<file path="config.mk">
export PLATFORM = sky130hd
export DESIGN_NAME = fifo_write_arbiter
export DESIGN_NICKNAME = d
export VERILOG_FILES = /design/src/rtl/fifo_arb_pkg.sv /design/src/rtl/fifo_write_arbiter_rr_pick.sv /design/src/rtl/fifo_write_arbiter.sv
export SDC_FILE = /design/constraint.sdc
export NUM_CORES = 1
export LEC_CHECK = 0
export ABC_CLOCK_PERIOD_IN_PS = 3200
export CORE_ASPECT_RATIO = 1.5
export CORE_MARGIN = 2
export CORE_UTILIZATION = 45
export CTS_CLUSTER_SIZE = 25
export DETAILED_ROUTE_END_ITERATION = 16
export PLACE_DENSITY = 0.78
export RECOVER_POWER = 25
export SLEW_MARGIN = 25
export SYNTH_ARGS = -nofsm -noshare
export SYNTH_HDL_FRONTEND = slang
export SYNTH_SLANG_ARGS = --single-unit
</file>
<file path="constraint.sdc">
create_clock -name clk -period 3.2 [get_ports clk]
set_clock_uncertainty 0.2 [all_clocks]
set_input_delay 0.32 -clock clk [delete_from_list [all_inputs] [get_ports clk]]
set_output_delay 0.32 -clock clk [all_outputs]
set_load 0.01 [all_outputs]
</file>
<file path="src/rtl/fifo_arb_pkg.sv">
// Shared constants for the FIFO write arbiter: FSM state encoding,
// default parameter values and a small width helper.
package fifo_arb_pkg;

   // FSM state encoding (kept as plain constants for legacy compatibility)
   localparam logic [1:0] ST_IDLE  = 2'd0;
   localparam logic [1:0] ST_WRITE = 2'd1;
   localparam logic [1:0] ST_FULL  = 2'd2;

   // Default parameter values
   localparam int unsigned DEF_NUM_OF_WORDS = 32;
   localparam int unsigned DEF_WORD_LENGTH  = 8;
   localparam int unsigned DEF_NUM_REQ      = 4;

   // Width of each per-requester grant statistics counter
   localparam int unsigned STATS_W = 16;

   // Width of a requester index; never zero, even for a single requester
   function automatic int unsigned ptr_width(input int unsigned n);
      return (n > 1) ? $clog2(n) : 1;
   endfunction

endpackage

</file>
<file path="src/rtl/fifo_write_arbiter_rr_pick.sv">
// Round-robin winner selection: searches the request vector starting at
// the pointer position and returns the first requester found, both as a
// one-hot vector and as an index.
module rr_pick
   import fifo_arb_pkg::*;
#(
   parameter int unsigned num_req = DEF_NUM_REQ,
   parameter int unsigned ptr_w   = ptr_width(DEF_NUM_REQ)
) (
   input  logic [num_req-1:0] req,
   input  logic [ptr_w-1:0]   ptr,
   output logic [num_req-1:0] winner,
   output logic [ptr_w-1:0]   winner_idx,
   output logic               valid
);

   logic [ptr_w-1:0] idx;

   // Rotating priority search: first asserted request at or after ptr
   always_comb begin
      winner     = '0;
      winner_idx = '0;
      valid      = 1'b0;
      idx        = '0;
      for (int unsigned k = 0; k < num_req; k++) begin
         idx = ptr_w'((32'(ptr) + k) % num_req);
         if (!valid && req[idx]) begin
            valid       = 1'b1;
            winner[idx] = 1'b1;
            winner_idx  = idx;
         end
      end
   end

endmodule

</file>
<file path="src/rtl/fifo_write_arbiter.sv">
// FIFO write arbiter: merges several write requesters onto one FIFO write
// port using round-robin arbitration, tracks a shadow occupancy count so
// no write is issued into a full FIFO, and flags overflow if the FIFO
// itself reports full while a write is in flight.
// Optional feature macro: FIFO_ARB_STATS_EN adds per-requester saturating
// grant counters on output grant_count.
module fifo_write_arbiter
   import fifo_arb_pkg::*;
#(
   parameter int unsigned num_of_words = DEF_NUM_OF_WORDS,
   parameter int unsigned word_length  = DEF_WORD_LENGTH,
   parameter int unsigned num_req      = DEF_NUM_REQ
) (
   input  logic                            clk,
   input  logic                            reset,
   input  logic [num_req-1:0]              req,
   input  logic [num_req*word_length-1:0]  req_data,
   input  logic                            read_from_stack,
   input  logic                            stack_full,
   output logic [num_req-1:0]              gnt,
   output logic                            write_to_stack,
   output logic [word_length-1:0]          data_in,
   output logic                            overflow_err
`ifdef FIFO_ARB_STATS_EN
   ,
   output logic [num_req*STATS_W-1:0]      grant_count
`endif
);

   localparam int unsigned   CW         = $clog2(num_of_words) + 1;
   localparam int unsigned   PW         = ptr_width(num_req);
   localparam logic [CW-1:0] FULL_LEVEL = CW'(num_of_words);
   localparam logic [PW-1:0] LAST_REQ   = PW'(num_req - 1);

   logic [CW-1:0]      count;
   logic [1:0]         state;
   logic [1:0]         state_next;
   logic [PW-1:0]      ptr;
   logic [num_req-1:0] pick;
   logic [PW-1:0]      pick_idx;
   logic               pick_valid;
   logic               room;
   logic               issue;
   logic               drain;

   rr_pick #(
      .num_req (num_req),
      .ptr_w   (PW)
   ) u_pick (
      .req        (req),
      .ptr        (ptr),
      .winner     (pick),
      .winner_idx (pick_idx),
      .valid      (pick_valid)
   );

   // Write decision uses the registered count only, so a read in the same
   // cycle frees a slot for the following decision, never the current one.
   always_comb begin
      room  = (count < FULL_LEVEL);
      issue = pick_valid & room;
      drain = read_from_stack & (count != '0);
   end

   // Next FSM state: WRITE exactly when a write is issued at this edge
   always_comb begin
      state_next = ST_IDLE;
      if (pick_valid) begin
         state_next = room ? ST_WRITE : ST_FULL;
      end else if (state == ST_FULL && !room) begin
         state_next = ST_FULL;
      end
   end

   // FSM state register
   always_ff @(posedge clk or negedge reset) begin
      if (!reset) begin
         state <= ST_IDLE;
      end else begin
         state <= state_next;
      end
   end

   // Shadow occupancy: +1 per issued write, -1 per read while non-empty
   always_ff @(posedge clk or negedge reset) begin
      if (!reset) begin
         count <= '0;
      end else if (issue && !drain) begin
         count <= count + 1'b1;
      end else if (!issue && drain) begin
         count <= count - 1'b1;
      end
   end

   // Round-robin pointer moves to the requester after the last winner
   always_ff @(posedge clk or negedge reset) begin
      if (!reset) begin
         ptr <= '0;
      end else if (issue) begin
         ptr <= (pick_idx == LAST_REQ) ? '0 : pick_idx + 1'b1;
      end
   end

   // Registered write strobe and grant, valid for the cycle after the decision
   always_ff @(posedge clk or negedge reset) begin
      if (!reset) begin
         write_to_stack <= 1'b0;
         gnt            <= '0;
      end else begin
         write_to_stack <= issue;
         gnt            <= issue ? pick : '0;
      end
   end

   // Registered write data; holds its last value between writes
   always_ff @(posedge clk or negedge reset) begin
      if (!reset) begin
         data_in <= '0;
      end else if (issue) begin
         data_in <= req_data[pick_idx*word_length +: word_length];
      end
   end

   // Sticky overflow: the FIFO claimed full while our write was on the port
   always_ff @(posedge clk or negedge reset) begin
      if (!reset) begin
         overflow_err <= 1'b0;
      end else if (stack_full && write_to_stack) begin
         overflow_err <= 1'b1;
      end
   end

`ifdef FIFO_ARB_STATS_EN
   for (genvar i = 0; i < num_req; i++) begin : g_stats
      logic [STATS_W-1:0] cnt;

      // Saturating per-requester grant counter
      always_ff @(posedge clk or negedge reset) begin
         if (!reset) begin
            cnt <= '0;
         end else if (issue && pick[i] && cnt != '1) begin
            cnt <= cnt + 1'b1;
         end
      end

      assign grant_count[i*STATS_W +: STATS_W] = cnt;
   end
`endif

endmodule
</file>
==> results of run 1 <==
[registers in the layout, summed over array words and instances, names as in the netlist, named ones only]
name	count
data_in	8
count	6
gnt	4
overflow_err	1
ptr	1
write_to_stack	1
[through the flow]
| stage | util (%) | power (mW) | hold slack [ps] |
|---|---|---|---|
| after floorplan | - | 1.82 | -176 |
| after detailed placement | 59.8 | 2.32 | 250 |
| after CTS | 61.4 | 2.60 | 210 |
| final | 61.5 | 2.59 | 261 |
| after global routing | 61.5 | 2.81 | 282 |
| after global placement | 59.8 | 2.28 | 239 |
[report_power, final]
part,total (mW),switching (mW),internal (mW)
sequential,0.500,0.0910,0.409
clock,0.268,0.100,0.167
combinational,1.82,0.929,0.891
total,2.59,1.12,1.47
[layer usage]
| metal | routed length (µm) | share of wire, % | track usage [%] | up-vias |
|---|---|---|---|---|
| met4 | 110 | 2.2 | 9.09 | 0 |
| met2 | 2720 | 55 | 38.9 | 62 |
| met5 | 0 | 0 | 0 | - |
| met1 | 1910 | 39 | 22.9 | 874 |
| met3 | 173 | 3.5 | 2.09 | 14 |
| li1 | - | - | - | 926 |
[cells in the final DEF (no fill, tap or decap), types with 12 or more instances in the layout]
master,count
ha_1,12
mux2i_1,24
buf_4,13
inv_1,14
clkdlybuf4s50_1,52
dfrtp_1,22
[cells by family after synthesis]
group / after synthesis / share of synthesized area (%)
compound gates: 61 / 23.5
xor+xnor: 6 / 2.56
mux: 29 / 16.3
buf+inv: 31 / 7.31
simple gates: 52 / 14.7
fa+ha+maj: 14 / 8.90
flops: 22 / 26.8
[critical path: cells and delay by family, from the launching register on]
kind | cells | cell delay [ps]
adder cells (fa/ha/maj) | 2 | 500
buffers and inverters | 1 | 100
flip-flops | 1 | 430
XOR/XNOR | 1 | 180
AO/OA/AOI/OAI | 5 | 980
AND/OR/NAND/NOR | 1 | 530
[how the worst min path moves through the flow]
| stage | slack, ps | from | endpoint |
|---|---|---|---|
| 3_5_place_dp | 250 | overflow_err$_DFFE_PN0P_ | overflow_err$_DFFE_PN0P_ |
| 5_1_grt | 280 | overflow_err$_DFFE_PN0P_ | overflow_err$_DFFE_PN0P_ |
| 6_report | 260 | overflow_err$_DFFE_PN0P_ | overflow_err$_DFFE_PN0P_ |
| 2_1_floorplan | -180 | reset | asynchronous set/reset pin |
| 3_3_place_gp | 240 | overflow_err$_DFFE_PN0P_ | overflow_err$_DFFE_PN0P_ |
| 4_1_cts | 210 | reset | data_in[2]$_DFFE_PN0P_ |
[final cells by class]
cell class,count,area share [%]
sequential,22,20.0
clock inverter,1,1.09
multi-input combinational,162,49.5
inverter,14,1.91
clock buffer,3,1.50
timing repair buffer,68,23.7
tap,48,2.19
==> impl_metrics.toml, run 1 <==
[worst_setup_path]
worstPathRequired_ps = 3190
critPathLaunchType = "flop"
worstPathMaxFanout = 5
path_cells = "or4_1, o31ai_2, ha_2, inv_1, ha_1, a21o_1, a21o_1, a211o_1, o311ai_0, xor2_1"
worstPathArrival_ps = 3000
endpoint = "count[5]$_DFFE_PN0P_"
reg2reg_depth = 10
crit_start = "count[1]$_DFFE_PN0P_"
slowest_stage = "or4_1"
crit_top_cell = "a21o_1"
r2r_end = "count[5]$_DFFE_PN0P_"
end_kind = "flop"
r2r_start = "count[1]$_DFFE_PN0P_"
rrSetupSlack_ps = 190
path_class = "flop to flop"
cpPeakStageDelay_ps = 530

[clocking]
h-tree-depth = 1
ctsResizeCount = 0
cts_root_buf = "clkbuf_8"
clk_pin_slew_ps = 90
ctsHoldBuffers = 0
clock_latency_ps = 260
cts_tree = "yes"
cts_buffers = 3
clockBufferDepth = 2
cts_sinks = 22
postCtsSetupRepairBufs = 0

[timing]
post-route-period-util_pct = 93.9
fin_setup_tns_ps = 0
setup_ws_ps = 195
period_needed_ps = 3010
tightest_slew_ps = 1260
setup_violations = 0
slew_viol_final = 0
max_freq_ghz = 0.333
hold_viol_final = 0
slew_headroom_pct = 16.2
rsz0062_at_grt = "false"

[finish]
num-fill-cells = 399
regArea_um2 = 551
area_delta_synth_final_pct = 33.8
multi_input_area_um2 = 1360
antennaDiodeCount = 0
fin_area_um2 = 2750
drive_gt1_share_pct = 11.1
layout.nets = 325
final_cells = 318

[floorplanning]
core_area_um2 = 4470
ios = 54
chipWidth_um = 59.2
floorplan.initialDensity_pct = 46.0
rows = 30
die_h_um = 86.7
die_area_um2 = 5130

[place]
gp_congestion = 0.865
post-place-ws_ps = 112
port_buffers = 53
dp_hpwl_um = 3790
placed_area_um2 = 2670
dp_cells = 314

[route]
drt-total-wl_um = 4910
ant_nets = 0
drt-pass1-iter-count = 4
wl_per_cell_um = 15.4
drt_iter0_markers = 36
vias = 1876
avgViaCountPerCell = 5.90
drc = 0

[global_route]
antenna_found_initial = 0
grt_max_degree = 23
grt_pass1_wl_um = 8450
grt_pass1_vias = 1981
gr-total-overflow = 0
grt_use_total_pct = 20.8

[synth]
synth.net_count = 269
ys_ff_latch = 22
syn_inst = 215
yosysTopAreaCell = "dfrtp_1"
ys_warn_count = 0
async_reset_ff_share_pct = 100
synth_top_area_share_pct = 26.8
netlist_top_cells_count = "24 x mux2i_1, 22 x dfrtp_1, 14 x inv_1, 13 x ha_1, 9 x clkbuf_1"
ys_top_cells_by_area = "dfrtp_1 27%, mux2i_1 12%, ha_1 7.9%"
postSynthAreaPerCell_um2 = 9.55
synth_most_common_cell = "mux2i_1"
ys_seq_area_share_pct = 26.8
synth_ff_type = "dfrtp_1"
synthDistinctLibCells = 48
syn_area_um2 = 2050
synth_edf_count = 0

[power_and_ir_drop]
vdd_drop_max_mv = 0.558
powerDensity_nw_per_um2 = 942
p_leak_nw = 1.15

[run_status]
status = "finished clean"

[run]
drv_cap = 0

[worst_hold_path]
min_path_cells = 1
min-delay-path-class = "flop to flop"
No activity file was read; power rests on OpenSTA's default activity.
==> run 2, diff against run 1 <==
--- a/config.mk
+++ b/config.mk
@@ -9,7 +9,7 @@
 export CORE_ASPECT_RATIO = 1.5
 export CORE_MARGIN = 2
 export CORE_UTILIZATION = 45
-export CTS_CLUSTER_SIZE = 25
+export CTS_CLUSTER_SIZE = 14
 export DETAILED_ROUTE_END_ITERATION = 16
 export PLACE_DENSITY = 0.78
 export RECOVER_POWER = 25
==> results of run 2 <==
No change in the layout: final DEF, timing and power equal those of run 1.
